### src/rtl/core_data_demux_pkg.sv
// core_data_demux_pkg: target encoding and address constants shared by the data demux
package core_data_demux_pkg;
   typedef enum logic [1:0] {TGT_PERIPH, TGT_STACK, TGT_TCDM, TGT_LOCAL} target_e;
   localparam logic [31:0] STDOUT_ADDR_DEF = 32'h8000_0004;
   localparam logic [31:0] EXIT_ADDR_DEF   = 32'h8000_0000;
   localparam logic [31:0] TCDM_ADDR_MASK  = 32'h00FF_FFFF;
endpackage

### src/rtl/core_data_demux_if.sv
// core_data_demux_if: core data port plus the periph/stack/tcdm target ports of the demux
interface core_data_demux_if;
   logic        data_req, data_gnt, data_rvalid, data_we, data_err;
   logic [3:0]  data_be;
   logic [31:0] data_addr, data_wdata, data_rdata;
   logic        per_req, per_gnt, per_wen, per_r_valid;
   logic [3:0]  per_be;
   logic [31:0] per_add, per_data, per_r_data;
   logic        stk_req, stk_gnt, stk_wen, stk_r_valid;
   logic [3:0]  stk_be;
   logic [31:0] stk_add, stk_data, stk_r_data;
   logic        tcdm_req, tcdm_gnt, tcdm_wen, tcdm_r_valid;
   logic [3:0]  tcdm_be;
   logic [31:0] tcdm_add, tcdm_data, tcdm_r_data;
   modport slave (
      input  data_req, data_we, data_be, data_addr, data_wdata,
      output data_gnt, data_rvalid, data_rdata, data_err,
      output per_req, per_add, per_wen, per_be, per_data, input per_gnt, per_r_data, per_r_valid,
      output stk_req, stk_add, stk_wen, stk_be, stk_data, input stk_gnt, stk_r_data, stk_r_valid,
      output tcdm_req, tcdm_add, tcdm_wen, tcdm_be, tcdm_data, input tcdm_gnt, tcdm_r_data, tcdm_r_valid
   );
   modport master (
      output data_req, data_we, data_be, data_addr, data_wdata,
      input  data_gnt, data_rvalid, data_rdata, data_err,
      input  per_req, per_add, per_wen, per_be, per_data, output per_gnt, per_r_data, per_r_valid,
      input  stk_req, stk_add, stk_wen, stk_be, stk_data, output stk_gnt, stk_r_data, stk_r_valid,
      input  tcdm_req, tcdm_add, tcdm_wen, tcdm_be, tcdm_data, output tcdm_gnt, tcdm_r_data, tcdm_r_valid
   );
endinterface

### src/rtl/core_data_demux_tracker.sv
// core_data_demux_tracker: outstanding-request count, in-flight target, stall and sticky protocol error
module core_data_demux_tracker
   import core_data_demux_pkg::*;
#(
   parameter int MAX_OUTSTANDING = 2
) (
   input  logic       clk_i,
   input  logic       rst_ni,
   input  target_e    tgt_i,
   input  logic       accept_i,
   input  logic [3:0] rvalid_i,
   output target_e    cur_tgt_o,
   output logic       stall_o,
   output logic       resp_o,
   output logic       protocol_err_o
);
   localparam int CW = $clog2(MAX_OUTSTANDING + 1);
   localparam logic [CW-1:0] MAX_CNT = CW'(MAX_OUTSTANDING);
   logic [CW-1:0] cnt_q, cnt_d;
   target_e       cur_tgt_q, cur_tgt_d;
   logic          err_q, err_d, busy;
   logic [3:0]    legal;
   // only the in-flight target may answer; anything else is a protocol violation
   always_comb begin
      busy      = cnt_q != '0;
      legal     = busy ? 4'b0001 << cur_tgt_q : 4'b0000;
      stall_o   = ~rst_ni | (cnt_q == MAX_CNT) | (busy & (tgt_i != cur_tgt_q));
      resp_o    = busy & rvalid_i[cur_tgt_q];
      cnt_d     = cnt_q + CW'(accept_i) - CW'(resp_o);
      cur_tgt_d = accept_i ? tgt_i : cur_tgt_q;
      err_d     = err_q | |(rvalid_i & ~legal);
   end
   always_ff @(posedge clk_i or negedge rst_ni)
      if (!rst_ni) begin
         cnt_q     <= '0;
         cur_tgt_q <= TGT_PERIPH;
         err_q     <= 1'b0;
      end else begin
         cnt_q     <= cnt_d;
         cur_tgt_q <= cur_tgt_d;
         err_q     <= err_d;
      end
   assign cur_tgt_o      = cur_tgt_q;
   assign protocol_err_o = err_q;
endmodule

### src/rtl/core_data_demux.sv
// core_data_demux: routes the core data port to periph/stack/tcdm with per-target response tracking
// Optional putchar/exit mailbox enabled by CORE_DATA_DEMUX_STDOUT_EN.
module core_data_demux
   import core_data_demux_pkg::*;
#(
   parameter int HWPE_ADDR_BASE_BIT = 20,
`ifdef CORE_DATA_DEMUX_STDOUT_EN
   parameter logic [31:0] STDOUT_ADDR = STDOUT_ADDR_DEF,
   parameter logic [31:0] EXIT_ADDR   = EXIT_ADDR_DEF,
`endif
   parameter int MAX_OUTSTANDING = 2
) (
   input  logic               clk_i,
   input  logic               rst_ni,
   core_data_demux_if.slave   bus,
   output logic               protocol_err_o,
   output logic               stdout_valid_o,
   output logic [7:0]         stdout_char_o,
   output logic               exit_valid_o,
   output logic [31:0]        exit_code_o
);
   target_e tgt, cur_tgt;
   logic    stall, resp, sel_gnt, local_rvalid, go;
   always_comb begin
      tgt = bus.data_addr[HWPE_ADDR_BASE_BIT] ? TGT_PERIPH :
            bus.data_addr[31:24] == 8'h00 ? TGT_STACK :
`ifdef CORE_DATA_DEMUX_STDOUT_EN
            (bus.data_addr == STDOUT_ADDR || bus.data_addr == EXIT_ADDR) ? TGT_LOCAL :
`endif
            TGT_TCDM;
      sel_gnt = tgt == TGT_PERIPH ? bus.per_gnt : tgt == TGT_STACK ? bus.stk_gnt :
                tgt == TGT_TCDM ? bus.tcdm_gnt : 1'b1;
      go              = bus.data_req & ~stall;
      bus.per_req     = go & (tgt == TGT_PERIPH);
      bus.stk_req     = go & (tgt == TGT_STACK);
      bus.tcdm_req    = go & (tgt == TGT_TCDM);
      bus.data_gnt    = go & sel_gnt;
      bus.data_rvalid = resp;
      bus.data_rdata  = !resp ? 32'h0 : cur_tgt == TGT_PERIPH ? bus.per_r_data :
                        cur_tgt == TGT_STACK ? bus.stk_r_data : cur_tgt == TGT_TCDM ? bus.tcdm_r_data : 32'h0;
   end
   assign bus.data_err  = 1'b0;
   assign bus.per_add   = bus.data_addr;
   assign bus.stk_add   = bus.data_addr;
   assign bus.tcdm_add  = bus.data_addr & TCDM_ADDR_MASK;
   assign bus.per_wen   = ~bus.data_we;
   assign bus.stk_wen   = ~bus.data_we;
   assign bus.tcdm_wen  = ~bus.data_we;
   assign bus.per_be    = bus.data_be;
   assign bus.stk_be    = bus.data_be;
   assign bus.tcdm_be   = bus.data_be;
   assign bus.per_data  = bus.data_wdata;
   assign bus.stk_data  = bus.data_wdata;
   assign bus.tcdm_data = bus.data_wdata;
   core_data_demux_tracker #(.MAX_OUTSTANDING(MAX_OUTSTANDING)) u_tracker (
      .clk_i          (clk_i),
      .rst_ni         (rst_ni),
      .tgt_i          (tgt),
      .accept_i       (bus.data_gnt),
      .rvalid_i       ({local_rvalid, bus.tcdm_r_valid, bus.stk_r_valid, bus.per_r_valid}),
      .cur_tgt_o      (cur_tgt),
      .stall_o        (stall),
      .resp_o         (resp),
      .protocol_err_o (protocol_err_o)
   );
`ifdef CORE_DATA_DEMUX_STDOUT_EN
   logic        local_q, stdout_valid_q, exit_valid_q, local_acc, stdout_wr, exit_wr;
   logic [7:0]  stdout_char_q;
   logic [31:0] exit_code_q;
   assign local_acc = bus.data_gnt & (tgt == TGT_LOCAL);
   assign stdout_wr = local_acc & bus.data_we & (bus.data_addr == STDOUT_ADDR);
   assign exit_wr   = local_acc & bus.data_we & (bus.data_addr == EXIT_ADDR);
   // mailbox answers one cycle after grant with zero data
   always_ff @(posedge clk_i or negedge rst_ni)
      if (!rst_ni) begin
         local_q        <= 1'b0;
         stdout_valid_q <= 1'b0;
         stdout_char_q  <= 8'h0;
         exit_valid_q   <= 1'b0;
         exit_code_q    <= 32'h0;
      end else begin
         local_q        <= local_acc;
         stdout_valid_q <= stdout_wr;
         if (stdout_wr) stdout_char_q <= bus.data_wdata[7:0];
         if (exit_wr) exit_valid_q <= 1'b1;
         if (exit_wr) exit_code_q <= bus.data_wdata;
      end
   assign local_rvalid   = local_q;
   assign stdout_valid_o = stdout_valid_q;
   assign stdout_char_o  = stdout_char_q;
   assign exit_valid_o   = exit_valid_q;
   assign exit_code_o    = exit_code_q;
`else
   assign local_rvalid   = 1'b0;
   assign stdout_valid_o = 1'b0;
   assign stdout_char_o  = 8'h0;
   assign exit_valid_o   = 1'b0;
   assign exit_code_o    = 32'h0;
`endif
endmodule

### src/flat_wrapper.sv
// flat-port wrapper written by rule: the top's interface ports become plain ports
module core_data_demux_flat import core_data_demux_pkg::*;
#(
   parameter int HWPE_ADDR_BASE_BIT = 20,

   parameter int MAX_OUTSTANDING = 2
)
  (clk_i, rst_ni, protocol_err_o, stdout_valid_o, stdout_char_o, exit_valid_o, exit_code_o, bus_data_req, bus_data_we, bus_data_be, bus_data_addr, bus_data_wdata, bus_data_gnt, bus_data_rvalid, bus_data_rdata, bus_data_err, bus_per_req, bus_per_add, bus_per_wen, bus_per_be, bus_per_data, bus_per_gnt, bus_per_r_data, bus_per_r_valid, bus_stk_req, bus_stk_add, bus_stk_wen, bus_stk_be, bus_stk_data, bus_stk_gnt, bus_stk_r_data, bus_stk_r_valid, bus_tcdm_req, bus_tcdm_add, bus_tcdm_wen, bus_tcdm_be, bus_tcdm_data, bus_tcdm_gnt, bus_tcdm_r_data, bus_tcdm_r_valid);
  core_data_demux_if bus_i ();
  input  logic clk_i;
  input  logic rst_ni;
  output logic protocol_err_o;
  output logic stdout_valid_o;
  output logic [7:0] stdout_char_o;
  output logic exit_valid_o;
  output logic [31:0] exit_code_o;
  input wire logic [$bits(bus_i.data_req)-1:0] bus_data_req;
  input wire logic [$bits(bus_i.data_we)-1:0] bus_data_we;
  input wire logic [$bits(bus_i.data_be)-1:0] bus_data_be;
  input wire logic [$bits(bus_i.data_addr)-1:0] bus_data_addr;
  input wire logic [$bits(bus_i.data_wdata)-1:0] bus_data_wdata;
  output wire logic [$bits(bus_i.data_gnt)-1:0] bus_data_gnt;
  output wire logic [$bits(bus_i.data_rvalid)-1:0] bus_data_rvalid;
  output wire logic [$bits(bus_i.data_rdata)-1:0] bus_data_rdata;
  output wire logic [$bits(bus_i.data_err)-1:0] bus_data_err;
  output wire logic [$bits(bus_i.per_req)-1:0] bus_per_req;
  output wire logic [$bits(bus_i.per_add)-1:0] bus_per_add;
  output wire logic [$bits(bus_i.per_wen)-1:0] bus_per_wen;
  output wire logic [$bits(bus_i.per_be)-1:0] bus_per_be;
  output wire logic [$bits(bus_i.per_data)-1:0] bus_per_data;
  input wire logic [$bits(bus_i.per_gnt)-1:0] bus_per_gnt;
  input wire logic [$bits(bus_i.per_r_data)-1:0] bus_per_r_data;
  input wire logic [$bits(bus_i.per_r_valid)-1:0] bus_per_r_valid;
  output wire logic [$bits(bus_i.stk_req)-1:0] bus_stk_req;
  output wire logic [$bits(bus_i.stk_add)-1:0] bus_stk_add;
  output wire logic [$bits(bus_i.stk_wen)-1:0] bus_stk_wen;
  output wire logic [$bits(bus_i.stk_be)-1:0] bus_stk_be;
  output wire logic [$bits(bus_i.stk_data)-1:0] bus_stk_data;
  input wire logic [$bits(bus_i.stk_gnt)-1:0] bus_stk_gnt;
  input wire logic [$bits(bus_i.stk_r_data)-1:0] bus_stk_r_data;
  input wire logic [$bits(bus_i.stk_r_valid)-1:0] bus_stk_r_valid;
  output wire logic [$bits(bus_i.tcdm_req)-1:0] bus_tcdm_req;
  output wire logic [$bits(bus_i.tcdm_add)-1:0] bus_tcdm_add;
  output wire logic [$bits(bus_i.tcdm_wen)-1:0] bus_tcdm_wen;
  output wire logic [$bits(bus_i.tcdm_be)-1:0] bus_tcdm_be;
  output wire logic [$bits(bus_i.tcdm_data)-1:0] bus_tcdm_data;
  input wire logic [$bits(bus_i.tcdm_gnt)-1:0] bus_tcdm_gnt;
  input wire logic [$bits(bus_i.tcdm_r_data)-1:0] bus_tcdm_r_data;
  input wire logic [$bits(bus_i.tcdm_r_valid)-1:0] bus_tcdm_r_valid;
  assign bus_i.data_req = bus_data_req;
  assign bus_i.data_we = bus_data_we;
  assign bus_i.data_be = bus_data_be;
  assign bus_i.data_addr = bus_data_addr;
  assign bus_i.data_wdata = bus_data_wdata;
  assign bus_data_gnt = bus_i.data_gnt;
  assign bus_data_rvalid = bus_i.data_rvalid;
  assign bus_data_rdata = bus_i.data_rdata;
  assign bus_data_err = bus_i.data_err;
  assign bus_per_req = bus_i.per_req;
  assign bus_per_add = bus_i.per_add;
  assign bus_per_wen = bus_i.per_wen;
  assign bus_per_be = bus_i.per_be;
  assign bus_per_data = bus_i.per_data;
  assign bus_i.per_gnt = bus_per_gnt;
  assign bus_i.per_r_data = bus_per_r_data;
  assign bus_i.per_r_valid = bus_per_r_valid;
  assign bus_stk_req = bus_i.stk_req;
  assign bus_stk_add = bus_i.stk_add;
  assign bus_stk_wen = bus_i.stk_wen;
  assign bus_stk_be = bus_i.stk_be;
  assign bus_stk_data = bus_i.stk_data;
  assign bus_i.stk_gnt = bus_stk_gnt;
  assign bus_i.stk_r_data = bus_stk_r_data;
  assign bus_i.stk_r_valid = bus_stk_r_valid;
  assign bus_tcdm_req = bus_i.tcdm_req;
  assign bus_tcdm_add = bus_i.tcdm_add;
  assign bus_tcdm_wen = bus_i.tcdm_wen;
  assign bus_tcdm_be = bus_i.tcdm_be;
  assign bus_tcdm_data = bus_i.tcdm_data;
  assign bus_i.tcdm_gnt = bus_tcdm_gnt;
  assign bus_i.tcdm_r_data = bus_tcdm_r_data;
  assign bus_i.tcdm_r_valid = bus_tcdm_r_valid;
  core_data_demux #(.HWPE_ADDR_BASE_BIT(HWPE_ADDR_BASE_BIT), .MAX_OUTSTANDING(MAX_OUTSTANDING)) u_core (.clk_i(clk_i), .rst_ni(rst_ni), .bus(bus_i), .protocol_err_o(protocol_err_o), .stdout_valid_o(stdout_valid_o), .stdout_char_o(stdout_char_o), .exit_valid_o(exit_valid_o), .exit_code_o(exit_code_o));
endmodule
### config.mk
export PLATFORM = sky130hd
export DESIGN_NAME = core_data_demux_flat
export DESIGN_NICKNAME = d
export VERILOG_FILES = /design/src/rtl/core_data_demux_pkg.sv /design/src/rtl/core_data_demux_if.sv /design/src/rtl/core_data_demux_tracker.sv /design/src/rtl/core_data_demux.sv /design/src/flat_wrapper.sv
export SDC_FILE = /design/constraint.sdc
export NUM_CORES = 1
export LEC_CHECK = 0
export CAP_MARGIN = 10
export CORE_AREA = 2 2 181 183
export DETAILED_ROUTE_END_ITERATION = 8
export DIE_AREA = 0 0 183 185
export HOLD_SLACK_MARGIN = 0.08
export MAX_ROUTING_LAYER = met4
export SYNTH_ARGS = -nofsm -noshare
export SYNTH_HDL_FRONTEND = slang
export SYNTH_SLANG_ARGS = --single-unit
### constraint.sdc
create_clock -name clk_i -period 2.8 [get_ports clk_i]
set_input_delay 0.7 -clock clk_i [delete_from_list [all_inputs] [get_ports clk_i]]
set_output_delay 0.7 -clock clk_i [all_outputs]
set_load 0.01 [all_outputs]
# Yosys cells after proc, flatten, opt, wreduce, memory -nomap -nowiden
# Cells that the tools add are included.
# Widths: inputs -> output; s select.
totals:
  ff_bits: 5
  output_inout_bits: 288
op_classes:
  addsub: 2
  magnitude_cmp: 1
  n_eq_ne: 6
  shifts: 1
  muxes: 12
  bitwise_logic: 15
  n_reduce_logical: 5
op_table:
  columns: ["op", "count"]
  rows:
  - ["$mux 32", 4]
  - ["$logic_not 8->1", 1]
  - ["$and 1x1->1", 7]
  - ["$eq 2x2->1 const B", 3]
  - ["$and 3x4->4", 1]
  - ["$eq 2x1->1 const B", 2]
  - ["$logic_not 2->1", 2]
  - ["$mux 1", 4]
  - ["$mux 2", 2]
  - ["$mux 4", 1]
  - ["$not 4->4", 1]
  - ["$reduce_or 4->1", 1]
  - ["$shl 1x2->4 const A", 1]
  - ["$lt 2x3->1 const B", 1]
  - ["$not 1->1", 3]
  - ["$or 1x1->1", 3]
  - ["$add 2x1->2", 1]
  - ["$bmux 1 s2", 1]
  - ["$ne 2x2->1", 1]
  - ["$reduce_bool 2->1", 1]
  - ["$sub 2x1->2", 1]

# Logic depth before layout (Yosys ltp)
# Gate-level depths: netlist of the first run.
logic_depth:
  word_depth: 11
  ltp_mapped: 13
  ltp_nobuf: 10

# Hierarchy
# A second synthesis of the first run with hierarchy kept.
hier_totals:
  hier_cells: 440
  area_unflattened_um2: 3335.7
by_module_without_submodules:
  columns: ["mod", "instances", "cells_per_inst", "area_per_inst_um2", "seq_area_each_um2"]
  rows:
  - ["core_data_demux", 1, 411, 3007.9, 0.0]
  - ["core_data_demux_tracker", 1, 29, 327.8, 125.1]

# Worst setup path before layout of the first run
# OpenSTA, ideal clock, no wires.
synth_path:
  path_kind: "input -> register"
  startpoint: "input port bus_data_addr[27]"
  endpoint: "register u_core.u_tracker.cnt_q[1]"
  setup_time_ns: 0.080
  arrival_ns: 2.465
  required_ns: 2.720
  slack_ns: 0.255
  cell_stages: 10
  path_cell_list: "nor4_2 -> and2_4 -> mux2_4 -> o221a_4 -> inv_1 -> ha_1 -> inv_1 -> ha_1 -> xnor2_1 -> xnor2_1"
synth_via:
  elab_chain_cells: 11
  elab_cells_between_ends: 17
  classes_between: "add/sub (2); eq/ne (3); mux (5); bitwise (5); reduce/logical (2)"
synth_lines:
  columns: ["item", "line_no", "rtl"]
  rows:
  - ["start: declaration", "flat_wrapper.sv:20", "input wire logic [$bits(bus_i.data_addr)-1:0] bus_data_addr;"]
  - ["$logic_not 8->1 *", "core_data_demux.sv:26", "bus.data_addr[31:24] == 8'h00 ? TGT_STACK :"]
  - ["$mux 2 *", "core_data_demux.sv:26", null]
  - ["$mux 2 *", "core_data_demux.sv:25", "tgt = bus.data_addr[HWPE_ADDR_BASE_BIT] ? TGT_PERIPH :"]
  - ["$ne 2x2->1", "core_data_demux_tracker.sv:27", "stall_o = ~rst_ni | (cnt_q == MAX_CNT) | (busy & (tgt_i != cur_tgt_q));"]
  - ["$and 1x1->1", "core_data_demux_tracker.sv:27", null]
  - ["$or 1x1->1", "core_data_demux_tracker.sv:27", null]
  - ["$not 1->1", "core_data_demux.sv:33", "go = bus.data_req & ~stall;"]
  - ["$and 1x1->1", "core_data_demux.sv:33", null]
  - ["$and 1x1->1 *", "core_data_demux.sv:37", "bus.data_gnt = go & sel_gnt;"]
  - ["net bus_data_gnt", "flat_wrapper.sv:22", "output wire logic [$bits(bus_i.data_gnt)-1:0] bus_data_gnt;"]
  - ["$add 2x1->2 *", "core_data_demux_tracker.sv:29", "cnt_d = cnt_q + CW'(accept_i) - CW'(resp_o);"]
  - ["$sub 2x1->2 *", "core_data_demux_tracker.sv:29", null]
  - ["net u_core.u_tracker.cnt_d[1]", "core_data_demux_tracker.sv:19", "logic [CW-1:0] cnt_q, cnt_d;"]
  - ["end signal: assignment", "core_data_demux_tracker.sv:39", "cnt_q <= cnt_d;"]
  - ["end: declaration", "core_data_demux_tracker.sv:19", null]
# Mark *: on every way through the listed nets, which the timed path passes. The rest lies on a longest branch.
# A chain may end at the register's enable or synchronous reset.

# Final worst setup path of the first run
layout_path:
  startpoint: "input port bus_data_addr[26]"
  endpoint: "output port bus_data_gnt"
layout_via:
  elab_chain_cells: 9
  elab_cells_between_ends: 15
  classes_between: "eq/ne (3); mux (5); bitwise (5); reduce/logical (2)"
layout_lines:
  columns: ["item", "line_no"]
  rows:
  - ["$logic_not 8->1 *", "core_data_demux.sv:26"]
  - ["$mux 2 *", "core_data_demux.sv:26"]
  - ["$mux 2 *", "core_data_demux.sv:25"]
  - ["$ne 2x2->1", "core_data_demux_tracker.sv:27"]
  - ["$and 1x1->1", "core_data_demux_tracker.sv:27"]
  - ["$or 1x1->1", "core_data_demux_tracker.sv:27"]
  - ["$not 1->1", "core_data_demux.sv:33"]
  - ["$and 1x1->1", "core_data_demux.sv:33"]
  - ["$and 1x1->1 *", "core_data_demux.sv:37"]
  - ["end: declaration", "flat_wrapper.sv:22"]
# Mark *: on every way between the ends. The rest lies on a longest branch, timed or not.

==> results of run 1 <==
-- metrics by stage --
stage,hold WS [ns],area (µm²),cells,setup slack [ns]
2_1_floorplan,0.404,3310,491,0.255
3_3_place_gp,0.463,3890,838,-0.700
3_5_place_dp,0.462,3890,838,-0.752
4_1_cts,0.483,3900,846,-0.0718
5_1_grt,0.526,3950,850,-0.0220
6_report,0.476,3950,850,0.0622
-- synth_stat cells, types with 3 or more instances --
| cell | number | share of area, % |
|---|---|---|
| mux2i_1 | 33 | 11 |
| a21oi_1 | 34 | 5.5 |
| inv_1 | 3 | 0.36 |
| nor2_1 | 67 | 8.1 |
| buf_2 | 6 | 0.96 |
| dfrtp_1 | 5 | 4.0 |
| o21ai_0 | 3 | 0.48 |
| buf_4 | 251 | 60 |
| clkbuf_1 | 7 | 0.84 |
-- registers in the layout, indices dropped and copies added, names as in the netlist --
| signal | count |
|---|---|
| u_core.u_tracker.cur_tgt_o | 2 |
| u_core.u_tracker.cnt_q | 2 |
| u_core.u_tracker.protocol_err_o | 1 |
-- critical path, delay by kind of cell --
kind / cells / cell delay (ns)
simple gates: 2 / 0.50
buf+inv: 2 / 0.27
compound gates: 1 / 0.26
mux: 1 / 0.31
-- final timing paths --
path	startpoint	endpoint	cells past startpoint
max	bus_data_addr[26]	bus_data_gnt	6
min	u_core.u_tracker.protocol_err_o	u_core.u_tracker.protocol_err_o	2
max reg2reg	u_core.u_tracker.cur_tgt_o[1]	u_core.u_tracker.cnt_q[1]	12
min reg2reg	u_core.u_tracker.protocol_err_o	u_core.u_tracker.protocol_err_o	2
max in group asynchronous	rst_ni	u_core.u_tracker.cur_tgt_o[1]	2
min in group asynchronous	rst_ni	u_core.u_tracker.cnt_q[1]	2
-- where the power goes --
group / switching, mW / internal (mW)
clock: 0.0464 / 0.189
sequential: 0.0591 / 0.0990
combinational: 0.825 / 0.852
-- layer usage --
metal / GRT usage, % / routed length [µm] / vias up
met4: 4.61 / 783 / 0
met2: 9.58 / 5120 / 209
met3: 3.01 / 1630 / 79
met1: 6.11 / 3990 / 1028
li1: - / - / 1106
met5: - / 0 / -
-- repair_timing --
action	4_1_cts	5_1_grt
hold endpoints to repair	0	0
pin swaps	9	7
buffers inserted	2	2
hold buffers	0	0
gates resized for setup	157	28
setup endpoints to repair	39	16
cloned	2	1
-- cell type report --
| type | count | area, µm² | area share, % |
|---|---|---|---|
| Timing Repair Buffer | 211 | 1920 | 48.7 |
| Tap cell | 408 | 510 | 12.9 |
| Sequential cell | 5 | 128 | 3.24 |
| Multi-Input combinational cell | 216 | 1290 | 32.6 |
| Antenna cell | 1 | 2.50 | 0.0634 |
| Clock buffer | 4 | 78.8 | 2.00 |
| Inverter | 5 | 18.8 | 0.476 |
-- cells by family (layout without fill, tap and decap cells) --
logic type | Yosys count | after routing | synth area share (%)
other | 1 | 52 | 0.120
xor gates and xnor gates | 2 | 2 | 0.562
muxes | 36 | 36 | 11.8
DFF | 5 | 5 | 4.01
and+or+nand+nor | 80 | 80 | 11.4
adders and majority gates | 2 | 2 | 0.802
AOI/OAI and AO/OA | 45 | 45 | 8.18
buffers and inverters | 270 | 220 | 63.2
==> out/metrics.cfg, run 1 <==
[logic_synthesis]
avgSynthCellArea_um2 = 7.07
yosysWarnings = 0
synth-edff-count = 0
syn_inst = 441
synth.distinct_cells = 32
ys_seq_area_share_pct = 4.01
synthFlopType = dfrtp_1
synthArstFlopShare_pct = 100
netlist_area_um2 = 3120
synth-seq-cells = 5

[worst_setup_path]
rrSetupSlack_ns = 0.48
cp_cell_sequence = clkbuf_2 -> nor4_4 -> and2_4 -> mux2_4 -> o221a_4 -> buf_4
cp-end-kind = output pin
crit_type = in2out
setup.worst_path.start_class = input port
worstPathArrival_ns = 2.04
required_ns = 2.10
cpMaxStageDelayCell = mux2_4
slowest_delay_ns = 0.31
cp_max_fo = 3

[cts]
htree_levels = 1
clock-root-buffer = clkbuf_16
cts_max_path_buffers = 2
cts_inserted_buffers = 3
cts_num_sinks = 5
clk_latency_ns = 0.23
cts_tree = built
clk_pin_slew_ns = 0.03

[pwr]
ir_worst_vdd_uv = 219
powerDensity_nw_per_um2 = 525
total_power_mw = 2.07
power_leakage_nw = 1.70

[timing]
rsz0062_at_grt = yes
finalSetupTns_ns = 0
setup_viol = 0
hold_violations = 0
report.final.slew_viol_count = 0
post-route-period-util_pct = 97.8
fin_skew_ns = 0.00321
fmax_ghz = 0.365
period_needed_ns = 2.74

[outcome]
status = complete, no violations

[global_route]
grt_use_total_pct = 6.21
grt_pass1_wl_um = 14700
grt_max_degree = 23
grt_overflow = 0
antenna_found_initial = 1
grt_pass1_vias = 2356

[floorplanning]
die-width_um = 183
io_pins = 462
rows = 66
die_area_um2 = 33900
start_util_pct = 9.74
die_h_um = 185
core_area_um2 = 32000

[finish]
area_growth_pct = 26.5
fillCellCount = 3691
drive_above_1_share_pct = 23.1
final_cell_mix = clkdlybuf4s50_1 (126), nor2_1 (66), conb_1 (51), a21oi_1 (34)
post-route-util_pct = 12.3
fin_nets = 618
final_common_cell = clkdlybuf4s50_1

[job]
drv_cap = 0

[routing]
drt_iter0_drc = 51
vias_per_cell = 2.85
post_drt_wl_per_cell_um = 13.6
drc_errors = 0
drtPass1Iterations = 4
wl_um = 11500
ant_nets = 0
dr_total_vias = 2422

[placement]
gp_congestion = 0.686
portBuffers = 174
hpwlAfterDp_um = 9150

[min_path]
hold_class = reg2reg

Note: power is estimated with default switching activity, not from simulation.
==> run 2: changes to the inputs <==
- ABC_AREA: not set -> 1
- CORE_AREA: 2 2 181 183 -> 2 2 179 181
- DIE_AREA: 0 0 183 185 -> 0 0 181 183
- DONT_BUFFER_PORTS: not set -> 1
==> run 2 against run 1 <==
Die area is 2.2% lower. Critical path depth is 1 lower. Global-route usage is 1.2 points lower. Combinational power is 31% lower. Worst setup slack better by 0.23 ns. Critical path type is now reg2out. Critical endpoint is now bus_data_rdata[2].
==> out/metrics.cfg, run 2 <==
[outcome]
status = complete, no violations

[routing]
vias_per_cell = 2.85  ; -0.10%
ant_nets = 0  ; unchanged
drtPass1Iterations = 4  ; unchanged
drt_iter0_drc = 61  ; +20%
post_drt_wl_per_cell_um = 14.0  ; +3.1%
drc_errors = 0  ; unchanged
wl_um = 9380  ; -19%
dr_total_vias = 1910  ; -21%

[floorplanning]
core_area_um2 = 31200  ; -2.5%
start_util_pct = 10.0  ; +0.30 points
die-width_um = 181  ; -1.1%
die_area_um2 = 33100  ; -2.2%
rows = 65  ; -1.5%
die_h_um = 183  ; -1.1%
io_pins = 462  ; unchanged

[timing]
period_needed_ns = 2.51  ; -0.230 ns
hold_violations = 0  ; unchanged
report.final.slew_viol_count = 0  ; unchanged
fin_skew_ns = 0.00215  ; -0.00107 ns
rsz0062_at_grt = no
post-route-period-util_pct = 89.6  ; -8.2 points
setup_viol = 0  ; unchanged
fmax_ghz = 0.399  ; +9.2%
finalSetupTns_ns = 0  ; unchanged

[logic_synthesis]
synth-seq-cells = 5  ; unchanged
synthArstFlopShare_pct = 100  ; unchanged
synth_area_leaders = buf_4 (60%), nand2_1 (14%), a31oi_2 (12%), dfrtp_1 (4.0%), nor2_1 (1.1%)
synth_top_area_share_pct = 59.7  ; -0.74 points
synth_top_cell_by_area = buf_4
synth.distinct_cells = 25  ; -22%
avgSynthCellArea_um2 = 6.83  ; -3.5%
synthFlopType = dfrtp_1
syn_inst = 459  ; +4.1%
synthTopCellsByCount = buf_4 (249), nand2_1 (119), a31oi_2 (29)
yosysMostFrequentCell = buf_4
synth-edff-count = 0  ; unchanged
netlist_area_um2 = 3130  ; +0.44%
ys_seq_area_share_pct = 3.99  ; -0.018 points
yosysWarnings = 0  ; unchanged

[finish]
n_antenna_cell = 0  ; -1
fin_nets = 446  ; -28%
final_common_cell = nand2_1
final_cell_mix = nand2_1 (119), conb_1 (51), a31oi_2 (29), buf_4 (17), nor2_1 (9)
drive_above_1_share_pct = 22.7  ; -0.45 points
area_growth_pct = -32.9
stdcell_count = 671  ; -21%
final_area_um2 = 2100  ; -47%

[global_route]
grt_pass1_wl_um = 11600  ; -21%
grt_overflow = 0  ; unchanged
grt_use_total_pct = 5.06  ; -1.2 points
grt_max_degree = 34  ; +48%
antenna_found_initial = 0  ; -1
grt_pass1_vias = 1804  ; -23%

[pwr]
ir_worst_vdd_uv = 412  ; +88%
powerDensity_nw_per_um2 = 723  ; +38%
power_leakage_nw = 0.725  ; -57%

[min_path]
hold_class = in2async

[worst_setup_path]
slowest_delay_ns = 0.47  ; +0.16 ns
cp_cell_sequence = nor2_4 -> buf_4 -> nand2_1 -> a31oi_2 -> buf_4
cpMaxStageDelayCell = dfrtp_1
required_ns = 2.10  ; about the same
crit_type = reg2out
r2r-start = u_core.u_tracker.cur_tgt_o[1]
cp_max_fo = 33  ; +30
r2r-end = u_core.u_tracker.cnt_q[1]
path_delay_family = buffers and inverters
setup.worst_path.start_class = flop
critPathBufInv = 2  ; unchanged
crit_top_cell = buf_4
reg2regPathDepth = 12  ; unchanged
rrSetupSlack_ns = 0.63  ; +0.15 ns
cp-end-kind = output pin
worstPathArrival_ns = 1.81  ; -0.23 ns

[cts]
hold_buffers = 0  ; unchanged
cts_num_sinks = 5  ; unchanged
clk_pin_slew_ns = 0.03  ; about the same
cts_resized = 0  ; -100%
cts_max_path_buffers = 2  ; unchanged
clock-root-buffer = clkbuf_16
cts_tree = built
htree_levels = 1  ; unchanged
cts_setup_buffers = 0  ; -2
clk_latency_ns = 0.22  ; about the same
cts_inserted_buffers = 3  ; unchanged

[placement]
dp_cells = 667  ; -20%
portBuffers = 0  ; -100%
hpwlAfterDp_um = 7450  ; -19%
place_area_um2 = 2020  ; -48%
gp_congestion = 0.660  ; -3.9%

[job]
drv_cap = 0  ; unchanged

## run 2: changes by cell type after synthesis, moves of 3 or more
| cell | previous run | this run |
|---|---|---|
| a31oi_1 | 0 | 3 |
| mux2i_1 | 33 | 0 |
| nor2_1 | 67 | 9 |
| clkbuf_1 | 7 | 4 |
| nand3_1 | 0 | 4 |
| a31oi_2 | 0 | 29 |
| inv_2 | 2 | 5 |
| nand2_1 | 2 | 119 |
| a21oi_1 | 34 | 2 |
## run 2: worst max path at each step
stage,from,to,slack (ns),cells past startpoint
4_1_cts,u_core.u_tracker.cur_tgt_o[0],bus_data_rdata[26],0.26,5
3_5_place_dp,bus_data_addr[31],bus_stk_req,0.32,9
6_report,u_core.u_tracker.cur_tgt_o[0],bus_data_rdata[2],0.29,5
2_1_floorplan,bus_data_addr[27],bus_per_req,0.55,9
5_1_grt,bus_data_addr[25],bus_per_req,0.16,9
3_3_place_gp,bus_data_addr[31],bus_stk_req,0.38,9
## run 2: final cells by class
| cell class | instances | area, µm² |
|---|---|---|
| Clock buffer | 4 | 78.8 |
| Tap cell | 402 | 503 |
| Fill cell | 3694 | 29100 |
| Timing Repair Buffer | 18 | 148 |
| Sequential cell | 5 | 125 |
| Inverter | 11 | 41.3 |
| Multi-Input combinational cell | 231 | 1210 |
## run 2: power breakdown
part           internal, mW  switching, mW
Clock                 0.188         0.0429
Sequential           0.0978         0.0273
Combinational         0.362          0.801
## run 2: per-layer routing
metal	GRT usage [%]	up-vias	part of all wire, %
met5	-	-	0
met4	4.75	0	9.1
met3	2.28	91	15
met2	8.58	252	46
met1	4.09	810	30
li1	-	757	-
## run 2: kinds of logic (layout without fill, tap and decap cells)
| family | count (synthesis) | count (layout) | share of synthesized area (%) |
|---|---|---|---|
| adder cells (fa/ha/maj) | 2 | 2 | 0.799 |
| XOR/XNOR | 2 | 2 | 0.559 |
| AND/OR/NAND/NOR | 139 | 139 | 17.8 |
| buffers and inverters | 273 | 33 | 63.5 |
| other | 1 | 51 | 0.120 |
| AO/OA/AOI/OAI | 37 | 37 | 13.2 |
| flip-flops | 5 | 5 | 3.99 |
## run 2: worst register-to-register path, stage by stage, from the launching register on
cell	delay (ns)
dfrtp_1	0.45
inv_2	0.09
nand2_1	0.10
inv_2	0.07
a22oi_2	0.11
nand2_1	0.08
nand2_2	0.07
buf_4	0.33
inv_2	0.11
ha_1	0.29
inv_1	0.04
ha_1	0.19
xnor2_1	0.13
## run 2: through the flow
| step | hold WS [ns] | setup WS (ns) | util [%] | total power [mW] |
|---|---|---|---|---|
| after floorplan | 0.404 | 0.549 | - | 1.30 |
| after global placement | 0.405 | 0.377 | 6.48 | 1.29 |
| after detailed placement | 0.405 | 0.325 | 6.48 | 1.32 |
| after CTS | 0.167 | 0.259 | 6.73 | 1.56 |
| after global routing | 0.160 | 0.158 | 6.73 | 1.65 |
| final | 0.171 | 0.292 | 6.73 | 1.52 |
==> run 3: changes to the inputs <==
- CAP_MARGIN: 10 -> not set
==> results of run 3 <==
The final DEF is identical to that of run 2; final timing and power are the same.
